**src/rtl/lcd_pkg.sv**
```systemverilog
// Shared types and constants for the HD44780-style LCD write sequencer.
package lcd_pkg;

  typedef enum logic [2:0] {
    ST_IDLE,
    ST_SETUP,
    ST_PULSE,
    ST_HOLD,
    ST_WAIT
  } lcd_state_e;

  localparam int LCD_ON_BIT    = 31;
  localparam int LCD_RS_BIT    = 9;
  localparam int LCD_START_BIT = 8;

  localparam logic [7:0] LCD_CMD_CLEAR = 8'h01;
  localparam logic [7:0] LCD_CMD_HOME  = 8'h02;

  // Clear and home are the only instructions needing the long execution wait.
  function automatic logic is_long_cmd(input logic rs, input logic [7:0] data);
    return !rs && (data == LCD_CMD_CLEAR || data == LCD_CMD_HOME);
  endfunction

endpackage

```
**src/rtl/lcd_timer.sv**
```systemverilog
// Loadable down-counter shared by every timed phase of the LCD write cycle.
module lcd_timer #(
  parameter int CNT_W = 17
) (
  input  logic             i_clk,
  input  logic             i_reset,
  input  logic             load_i,
  input  logic [CNT_W-1:0] load_val_i,
  output logic             zero_o
);

  logic [CNT_W-1:0] cnt_q, cnt_d;

  always_comb begin
    cnt_d = cnt_q;
    if (load_i)              cnt_d = load_val_i;
    else if (cnt_q != '0)    cnt_d = cnt_q - 1'b1;
  end

  always_ff @(posedge i_clk or negedge i_reset) begin
    if (!i_reset) cnt_q <= '0;
    else          cnt_q <= cnt_d;
  end

  assign zero_o = (cnt_q == '0);

endmodule

```
**src/rtl/lcd_driver.sv**
```systemverilog
// Turns START edges of the LSU LCD word into timed HD44780 write cycles.
// Optional one-deep request slot: define LCD_PENDING_EN.
module lcd_driver
  import lcd_pkg::*;
#(
  parameter int T_SETUP    = 2,
  parameter int T_PULSE    = 12,
  parameter int T_HOLD     = 2,
  parameter int T_EXEC     = 2000,
  parameter int T_CLR_EXEC = 76000,
  parameter int CNT_W      = 17
) (
  input  logic        i_clk,
  input  logic        i_reset,
  input  logic [31:0] i_lcd_word,
  output logic [7:0]  o_lcd_data,
  output logic        o_lcd_rs,
  output logic        o_lcd_rw,
  output logic        o_lcd_en,
  output logic        o_lcd_on,
  output logic        o_lcd_busy,
  output logic        o_lcd_drop
);

  lcd_state_e       state_q, state_d;
  logic             start_q, on_q, drop_q, rs_q, long_q;
  logic [7:0]       data_q;
  logic             tmr_load, tmr_zero;
  logic [CNT_W-1:0] tmr_val;
  logic             accept, acc_rs;
  logic [7:0]       acc_data;
  logic             start_evt, collide, wait_done, drop_set;
  logic             pend_take, pend_rs;
  logic [7:0]       pend_data;
  logic             in_rs;
  logic [7:0]       in_data;
  logic             unused_word_bits;

  assign in_rs            = i_lcd_word[LCD_RS_BIT];
  assign in_data          = i_lcd_word[7:0];
  assign unused_word_bits = ^i_lcd_word[30:10];
  assign start_evt        = i_lcd_word[LCD_START_BIT] & ~start_q;
  assign collide          = start_evt & (state_q != ST_IDLE);
  assign wait_done        = (state_q == ST_WAIT) & tmr_zero;

`ifdef LCD_PENDING_EN
  logic       pend_valid_q, pend_rs_q, pend_store;
  logic [7:0] pend_data_q;

  // A collision in the last WAIT cycle with an empty slot is issued straight through.
  assign pend_store = collide & ~pend_valid_q & ~wait_done;
  assign pend_take  = wait_done & (pend_valid_q | collide);
  assign pend_data  = pend_valid_q ? pend_data_q : in_data;
  assign pend_rs    = pend_valid_q ? pend_rs_q   : in_rs;
  assign drop_set   = collide & pend_valid_q;

  always_ff @(posedge i_clk or negedge i_reset) begin
    if (!i_reset) begin
      pend_valid_q <= 1'b0;
      pend_rs_q    <= 1'b0;
      pend_data_q  <= '0;
    end else if (pend_store) begin
      pend_valid_q <= 1'b1;
      pend_rs_q    <= in_rs;
      pend_data_q  <= in_data;
    end else if (pend_take) begin
      pend_valid_q <= 1'b0;
    end
  end
`else
  assign pend_take = 1'b0;
  assign pend_data = '0;
  assign pend_rs   = 1'b0;
  assign drop_set  = collide;
`endif

  lcd_timer #(.CNT_W(CNT_W)) u_timer (
    .i_clk      (i_clk),
    .i_reset    (i_reset),
    .load_i     (tmr_load),
    .load_val_i (tmr_val),
    .zero_o     (tmr_zero)
  );

  // NOTE: sequential state uses non-blocking assignments so every register samples pre-edge values.
  always_ff @(posedge i_clk or negedge i_reset) begin
    if (!i_reset) state_q <= ST_IDLE;
    else          state_q <= state_d;
  end

  // NOTE: every output of this block gets a default first, so no path can infer a latch.
  always_comb begin
    state_d  = state_q;
    tmr_load = 1'b0;
    tmr_val  = '0;
    accept   = 1'b0;
    acc_data = in_data;
    acc_rs   = in_rs;
    case (state_q)
      ST_IDLE: if (start_evt) begin
        state_d  = ST_SETUP;
        tmr_load = 1'b1;
        tmr_val  = CNT_W'(T_SETUP - 1);
        accept   = 1'b1;
      end
      ST_SETUP: if (tmr_zero) begin
        state_d  = ST_PULSE;
        tmr_load = 1'b1;
        tmr_val  = CNT_W'(T_PULSE - 1);
      end
      ST_PULSE: if (tmr_zero) begin
        state_d  = ST_HOLD;
        tmr_load = 1'b1;
        tmr_val  = CNT_W'(T_HOLD - 1);
      end
      ST_HOLD: if (tmr_zero) begin
        state_d  = ST_WAIT;
        tmr_load = 1'b1;
        tmr_val  = long_q ? CNT_W'(T_CLR_EXEC - 1) : CNT_W'(T_EXEC - 1);
      end
      ST_WAIT: if (tmr_zero) begin
        if (pend_take) begin
          state_d  = ST_SETUP;
          tmr_load = 1'b1;
          tmr_val  = CNT_W'(T_SETUP - 1);
          accept   = 1'b1;
          acc_data = pend_data;
          acc_rs   = pend_rs;
        end else begin
          state_d = ST_IDLE;
        end
      end
      default: state_d = ST_IDLE;
    endcase
  end

  always_comb begin
    o_lcd_en   = (state_q == ST_PULSE);
    o_lcd_busy = (state_q != ST_IDLE);
  end

  // NOTE: reset clears every register here; nothing in this block is a memory array.
  always_ff @(posedge i_clk or negedge i_reset) begin
    if (!i_reset) begin
      start_q <= 1'b0;
      on_q    <= 1'b0;
      drop_q  <= 1'b0;
      rs_q    <= 1'b0;
      long_q  <= 1'b0;
      data_q  <= '0;
    end else begin
      start_q <= i_lcd_word[LCD_START_BIT];
      on_q    <= i_lcd_word[LCD_ON_BIT];
      drop_q  <= drop_q | drop_set;
      if (accept) begin
        data_q <= acc_data;
        rs_q   <= acc_rs;
        long_q <= is_long_cmd(acc_rs, acc_data);
      end
    end
  end

  assign o_lcd_data = data_q;
  assign o_lcd_rs   = rs_q;
  assign o_lcd_rw   = 1'b0;
  assign o_lcd_on   = on_q;
  assign o_lcd_drop = drop_q;

endmodule

```
**config.mk**
```make
export PLATFORM = sky130hd
export DESIGN_NAME = lcd_driver
export DESIGN_NICKNAME = d
export VERILOG_FILES = /design/src/rtl/lcd_pkg.sv /design/src/rtl/lcd_timer.sv /design/src/rtl/lcd_driver.sv
export SDC_FILE = /design/constraint.sdc
export NUM_CORES = 1
export LEC_CHECK = 0
export ABC_AREA = 1
export BUFFER_PORTS_ARGS = -buffer_cell sky130_fd_sc_hd__buf_2
export CAP_MARGIN = 20
export CORE_MARGIN = 2
export CORE_UTILIZATION = 35
export DETAILED_ROUTE_END_ITERATION = 8
export SLEW_MARGIN = 40
export SYNTH_ARGS = -nofsm -noshare
export SYNTH_HDL_FRONTEND = slang
export SYNTH_SLANG_ARGS = --single-unit
```
**constraint.sdc**
```tcl
create_clock -name i_clk -period 2 [get_ports i_clk]
set_clock_uncertainty 0.15 [all_clocks]
set_input_delay 0 -clock i_clk [delete_from_list [all_inputs] [get_ports i_clk]]
set_output_delay 0 -clock i_clk [all_outputs]
set_load 0.03 [all_outputs]
```
# Yosys cells after proc, flatten, opt, wreduce, memory -nomap -nowiden
# Index checks and enable logic that the tools add are counted.
[classes]
muxes = 18
reduce_logical = 10
n_bitwise = 4
eq_ne = 11
n_addsub = 1
[ops]
columns = ["operator", "count"]
rows = [
  ["$mux W17", 4],
  ["$pmux W17 S4", 1],
  ["$logic_not A17 Y1", 1],
  ["$reduce_bool A17 Y1", 1],
  ["$sub A17 B1 Y17 const B", 1],
  ["$mux W3", 5],
  ["$pmux W3 S5", 1],
  ["$eq A8 B1 Y1 const B", 1],
  ["$eq A8 B2 Y1 const B", 1],
  ["$ne A2 B2 Y1 const B", 4],
  ["$eq A3 B2 Y1 const B", 2],
  ["$mux W1", 5],
  ["$reduce_and A5 Y1", 1],
  ["$mux W4", 1],
  ["$eq A3 B1 Y1 const B", 1],
  ["$eq A3 B3 Y1 const B", 1],
  ["$logic_not A3 Y1", 1],
  ["$reduce_bool A3 Y1", 1],
  ["$reduce_or A3 Y1", 1],
  ["$and A1 B1 Y1", 2],
  ["$ne A2 B1 Y1 const B", 1],
  ["$pmux W1 S2", 1],
  ["$reduce_bool A2 Y1", 1],
  ["$logic_and A1 B1 Y1", 1],
  ["4 further kinds", 4],
]
[word_totals]
reg_bits = 33
out_inout_bits = 14
inputBits = 34
word_cells = 52

# Depth between registers and ports, before layout
# Gate-level depths: netlist (run 1).
[logic_depth]
ltp_word = 5
mapped_depth = 13
mapped_depth_nobuf = 13

# Hierarchy
# From an unflattened synthesis (run 1), not the netlist that was laid out.
[hier_totals]
hier_cells = 265
area_unflattened_um2 = 1973.1
[by_module_without_submodules]
columns = ["mod", "n_inst", "cells_per_inst", "seq_area_each_um2", "area_per_inst_um2"]
rows = [
  ["lcd_timer", 1, 170, 425.4, 1181.1],
  ["lcd_driver", 1, 95, 400.4, 792.0],
]

# Worst setup path after synthesis (run 1)
# OpenSTA, ideal clock, no wires.
[synth_timing]
path_kind = "register to register"
from = "register u_timer.cnt_q[0]"
to = "register u_timer.cnt_q[8]"
stages_incl_launch_ff = 13
path_buffers = 1
setup_time_ps = 132
path_slack_ps = 302
arrival_ps = 1417
synth_period_minus_slack_ps = 1698
required_time_ps = 1718
cell_sequence = "dfrtp_1 inv_1 ha_1 inv_1 nor2_1 nand2_1 nor2_2 nand3_4 nand2_8 inv_4 buf_6 nand2_1 a21oi_1"
[synth_via]
elab_chain_cells = 4
elab_cells_between_ends = 10
classes_between = "1 x add/sub; 6 x mux; 3 x reduce/logical"
[synth_lines]
columns = ["element", "line", "source"]
rows = [
  ["from (decl)", "lcd_timer.sv:12", "logic [CNT_W-1:0] cnt_q, cnt_d;"],
  ["from (signal assigned)", "lcd_timer.sv:22", "else cnt_q <= cnt_d;"],
  ["branches (longest 4 deep; another with $sub A17 B1 Y17)", "--", ""],
]
# Several ways; the timed one is not identified. The select of a mux whose other input is x is not followed.
# A chain may end at the register's enable or synchronous reset.

# Worst setup path after layout (run 1)
[layout_timing]
from = "register u_timer.cnt_q[1]"
to = "register u_timer.cnt_q[1]"
[layout_via]
elab_chain_cells = 4
elab_cells_between_ends = 11
classes_between = "1 x add/sub; 7 x mux; 3 x reduce/logical"
[layout_lines]
columns = ["element"]
rows = [
  ["branches (longest 4 deep; another with $sub A17 B1 Y17)"],
]
# Several ways; the timed one is not identified. The select of a mux whose other input is x is not followed.

==> impl_metrics.py, run 1 <==
metrics = {
    "status": {
        "status": "complete, no violations",
    },
    "pwr": {
        "p_sw_mw": 1.68,
        "max-vdd-ir-drop_uv": 818,
        "p_int_mw": 1.82,
        "switching_share_pct": 48.0,
        "power.leakage_nw": 1.19,
        "power-per-cell-area_nw_per_um2": 1540,
        "power.share.clock_pct": 14.3,
        "pwr-share-seq_pct": 32.9,
        "comb_power_share_pct": 52.8,
    },
    "placement": {
        "place.gp.congestion": 0.821,
        "io_buffers": 25,
        "dp_cells": 331,
        "placed_area_um2": 2060,
        "hpwl_mm": 2.81,
    },
    "clock_tree": {
        "clk_path_buf_depth": 2,
        "cts_hold_buf": 12,
        "clk_latency_ps": 280,
        "cts_resized": 0,
        "cts-root-buf": "clkbuf_8",
        "cts_tree": "done",
        "cts_buffers": 5,
        "cts-htree-levels": 2,
        "post_cts_buffers": 0,
        "clock_sinks": 33,
        "clk_pin_slew_ps": 70,
    },
    "global_routing": {
        "grt_pass1_vias": 1546,
        "overflow": 0,
        "grt_max_degree": 34,
        "grt_usage_pct": 14.7,
        "grt_pass1_wl_mm": 6.90,
        "grt_antenna_before_repair": 0,
    },
    "floorplanning": {
        "die_area_um2": 5930,
        "die_x_um": 77.0,
        "initial_core_util_pct": 36.3,
        "io_pins": 48,
        "rows": 26,
        "core_area_um2": 5140,
        "dieHeight_um": 77.0,
    },
    "routing": {
        "drt_iter0_markers": 127,
        "wl_per_cell_um": 11.4,
        "final_antenna_net_count": 0,
        "firstDrtPassIters": 6,
        "drcViolationCount": 0,
        "viasPerCell": 4.56,
        "vias": 1599,
        "routed_wirelength_mm": 3.99,
    },
    "logic_synthesis": {
        "synth_fp_nets": 274,
        "yosys-top-cells-area": "dfrtp_1, nand2_1, inv_1",
        "synth_top_area_cell": "dfrtp_1",
        "synth_top_area_share_pct": 44.3,
        "ys_seq_area_share_pct": 44.3,
        "avgSynthCellArea_um2": 7.84,
        "synth_cell_types": 33,
        "syn_area_um2": 1870,
        "synthCells": 238,
        "yosys_warnings": 0,
        "ys_seq_elements": 33,
    },
    "timing": {
        "fin_crit_sh_pct": 89.9,
        "slew_violations": 0,
        "finalHoldViolCount": 0,
        "fin_tns_setup_ps": 0,
        "rsz0062_at_grt": "no",
        "timing.fmax_mhz": 556,
        "post-route-min-period_ps": 1800,
        "setup_viol": 0,
    },
    "setup_path": {
        "arrival_ps": 1830,
        "start_kind": "flip-flop",
        "crit_fanout": 5,
        "crit_type": "reg -> reg",
        "end_kind": "flip-flop",
        "r2r_setup_slack_ps": 200,
        "cp_data_required_time_ps": 2040,
        "reg2reg_depth": 13,
    },
    "layout": {
        "instances_no_fill": 351,
        "finish.instance_area_um2": 2270,
        "drive_gt1_share_pct": 20.6,
        "syn_to_final_growth_pct": 21.7,
        "final_nets": 316,
        "num_antenna_cells": 0,
    },
    "job": {
        "max-cap-violations": 0,
    },
    "min_path": {
        "min_path_type": "in -> async",
    },
}
cells by family after synthesis:
group           after synthesis  share of synthesized area, %
compound gates               27                          8.05
other cells                   1                         0.201
simple gates                129                          33.1
flops                        33                          44.3
fa+ha+maj                     2                          1.34
xor+xnor                     10                          4.69
buf+inv                      36                          8.32
layout make-up:
type,count,area (um^2)
Clock buffer,5,68.8
Tap cell,70,87.6
Fill cell,553,2870
Sequential cell,33,826
Clock inverter,3,17.5
Inverter,33,131
Timing Repair Buffer,38,255
Multi-Input combinational cell,169,885
cell usage after synthesis, drive strengths merged:
cell type  count
conb           1
xnor2          4
o21bai         2
nor3           5
o21a           1
nand3b         1
nor2          36
nand3         15
nand4          1
dfrtp         33
buf            3
o32ai          1
o21ai         13
inv           33
nand2         71
ha             2
xor2           6
a21oi         10
path summary, 6_finish.rpt:
check,end,startpoint
max reg2reg,u_timer.cnt_q[1],u_timer.cnt_q[1]
min,u_timer.cnt_q[2],i_reset
max in group asynchronous,o_lcd_on,i_reset
min reg2reg,o_lcd_data[3],o_lcd_data[3]
min in group i_clk,o_lcd_on,i_lcd_word[31]
max,u_timer.cnt_q[1],u_timer.cnt_q[1]
routing by layer:
metal  routed length [um]  track usage [%]  up-vias
met5                    0                0        -
met4                   76             5.89        0
met3                  186             3.41        9
met2                 1820             23.1       42
met1                 1910             19.5      725
li1                     -                -      823
metrics by stage:
stage / power, mW / hold WS [ps] / utilization, % / setup WS [ps]
2_1_floorplan: 2.60 / -446 / - / 302
3_3_place_gp: 2.98 / -40.6 / 40.1 / 189
3_5_place_dp: 2.99 / -40.3 / 40.1 / 198
4_1_cts: 3.52 / 201 / 44.1 / 180
5_1_grt: 3.83 / 85.6 / 44.2 / 3.11
6_report: 3.50 / 44.9 / 44.2 / 202
worst max-delay path, stage by stage, from the launching register on:
cell,delay [ps]
dfrtp_1,380
inv_1,100
ha_1,180
inv_1,40
nor2_1,80
nand2_1,60
nor2_2,180
nand2_2,100
inv_2,110
nand3_2,80
inv_2,100
nand2_1,50
nand2_1,60
inv_1,30
layout by cell type (no fill, tap or decap), types with 2 or more instances in the layout:
master / Yosys / routed
clkinv_2: 0 / 2
inv_2: 3 / 3
buf_4: 1 / 2
nand3_2: 4 / 4
nor3_1: 5 / 5
xnor2_1: 4 / 4
dlygate4sd3_1: 0 / 12
nor2_1: 26 / 26
nor2_2: 8 / 8
clkbuf_8: 0 / 5
inv_1: 28 / 28
buf_2: 1 / 24
dfrtp_1: 33 / 33
ha_1: 2 / 2
xor2_1: 6 / 6
nand3_1: 10 / 10
o21ai_0: 4 / 4
nand2_1: 68 / 68
o21ai_1: 8 / 8
o21bai_1: 2 / 2
a21oi_1: 10 / 10
registers in the layout (all words and copies together), names as in the netlist:
signal	cells
o_lcd_drop	1
long_q	1
o_lcd_rs	1
state_q	3
o_lcd_data	8
o_lcd_on	1
start_q	1
u_timer.cnt_q	17
power groups by stage:
| stage | combinational [mW] | clock (mW) | sequential (mW) |
|---|---|---|---|
| floorplan | 1.31 | 0 | 1.30 |
| global placement | 1.83 | 0 | 1.16 |
| detailed placement | 1.83 | 0 | 1.16 |
| CTS | 1.86 | 0.514 | 1.15 |
| global route | 2.09 | 0.549 | 1.19 |
| finish | 1.85 | 0.500 | 1.15 |
No activity file was read; power rests on OpenSTA's default activity.
==> run 2, diff against run 1 <==
--- a/config.mk
+++ b/config.mk
@@ -8,6 +8,7 @@
 export ABC_AREA = 1
 export BUFFER_PORTS_ARGS = -buffer_cell sky130_fd_sc_hd__buf_2
 export CAP_MARGIN = 20
+export CORE_ASPECT_RATIO = 0.75
 export CORE_MARGIN = 2
 export CORE_UTILIZATION = 35
 export DETAILED_ROUTE_END_ITERATION = 8
==> impl_metrics.py, run 2 (same netlist as run 1, synthesis figures left out) <==
metrics = {
    "routing": {
        "final_antenna_net_count": 0,
        "viasPerCell": 4.50,
        "vias": 1584,
        "drt_iter0_markers": 97,
        "firstDrtPassIters": 4,
        "drcViolationCount": 0,
        "routed_wirelength_mm": 4.02,
        "wl_per_cell_um": 11.4,
    },
    "min_path": {
        "min_path_type": "in -> async",
    },
    "timing": {
        "post-route-min-period_ps": 1800,
        "fin_tns_setup_ps": 0,
        "slew_violations": 0,
        "timing.fmax_mhz": 555,
        "fin_crit_sh_pct": 90.1,
        "setup_viol": 0,
        "rsz0062_at_grt": "no",
        "setup_ws_ps": 197,
        "finalHoldViolCount": 0,
    },
    "setup_path": {
        "arrival_ps": 1860,
        "path_buf_inv": 2,
        "crit_fanout": 4,
        "slowest_stage": "dfrtp_1",
        "reg2reg_depth": 8,
        "end_kind": "flip-flop",
        "cp.depth": 8,
        "max_stage_delay_ps": 380,
        "r2r-start": "u_timer.cnt_q[0]",
        "timing.critical_path.from": "u_timer.cnt_q[0]",
        "path_cells": "inv_1 -> buf_4 -> ha_1 -> nand2_1 -> nor2_1 -> xor2_1 -> nand2_1 -> a21oi_1",
        "path_delay_family": "simple AND/OR/NAND/NOR gates",
        "cp_data_required_time_ps": 2060,
        "start_kind": "flip-flop",
        "crit_type": "reg -> reg",
        "cpMostUsedCell": "nand2_1",
    },
    "layout": {
        "top_register": "u_timer.cnt_q",
        "final_nets": 316,
        "syn_to_final_growth_pct": 23.1,
        "final_cell_mix": "nand2_1, dfrtp_1, inv_1, nor2_1, buf_2",
        "finish.instance_area_um2": 2300,
        "layout_commonest_cell": "nand2_1",
        "largest_register_ffs": 17,
        "drive_gt1_share_pct": 20.4,
        "num_antenna_cells": 0,
    },
    "clock_tree": {
        "cts_buffers": 5,
        "cts_tree": "done",
        "clk_latency_ps": 280,
        "clk_path_buf_depth": 2,
        "cts-htree-levels": 2,
        "cts-root-buf": "clkbuf_8",
        "clock_sinks": 33,
        "clk_pin_slew_ps": 70,
    },
    "placement": {
        "io_buffers": 25,
        "placed_area_um2": 2060,
        "place.gp.congestion": 0.837,
        "hpwl_mm": 2.88,
        "pre_cts_slack_ps": 200,
    },
    "floorplanning": {
        "rows": 22,
        "core_area_um2": 5010,
        "dieHeight_um": 67.2,
        "die_x_um": 88.3,
        "initial_core_util_pct": 37.2,
        "io_pins": 48,
        "die_area_um2": 5940,
    },
    "global_routing": {
        "grt_pass1_wl_mm": 6.88,
        "grt_usage_pct": 15.0,
        "grt_pass1_vias": 1510,
        "grt_max_degree": 34,
        "grt_antenna_before_repair": 0,
        "overflow": 0,
    },
    "pwr": {
        "power.leakage_nw": 1.20,
        "max-vdd-ir-drop_uv": 726,
        "power-per-cell-area_nw_per_um2": 1590,
    },
    "job": {
        "max-cap-violations": 0,
    },
    "status": {
        "status": "complete, no violations",
    },
}
[run 2: report_power, final]
| group | switching, mW | internal, mW |
|---|---|---|
| clock | 0.251 | 0.362 |
| combinational | 1.23 | 0.645 |
| sequential | 0.225 | 0.935 |
[run 2: path summary, 6_finish.rpt]
check | to | slack [ps]
hold / removal | u_timer.cnt_q[7] | 50
hold reg to reg | o_lcd_drop | 320
min in group i_clk | o_lcd_on | 210
setup reg to reg | u_timer.cnt_q[8] | 200
max in group asynchronous | o_lcd_rs | 1340
setup / recovery | u_timer.cnt_q[8] | 200
[run 2: area by class of cell]
type                       instances  area, um^2
clock buffer                       5        68.8
clock inverter                     2        35.0
fill                             502        2710
inverter                          33         131
multi-input combinational        169         890
sequential                        33         826
tap                               72        90.1
timing repair buffer              38         255
[run 2: stage by stage]
stage               util [%]  hold WS [ps]  instances  power (mW)
floorplan                  -          -446        238        2.60
global placement        41.2         -41.2        333        2.99
detailed placement      41.2         -39.9        333        3.01
CTS                     45.7           195        352        3.65
global route            45.8           111        352        3.98
finish                  45.8          50.0        352        3.65
[run 2: layer usage]
layer  global-route usage (%)  vias to the layer above  wire (um)
li1                         -                      822          -
met1                     21.8                      712       2140
met2                     22.8                       45       1620
met3                     3.91                        5        241
met4                     2.84                        0         25
met5                        0                        -          0
[run 2: repair_timing]
item,in CTS,in global routing
buffers inserted,0,0
endpoints found under the setup margin,0,1
gates resized for setup,0,1
hold endpoints to repair,45,0
hold buffers,12,0
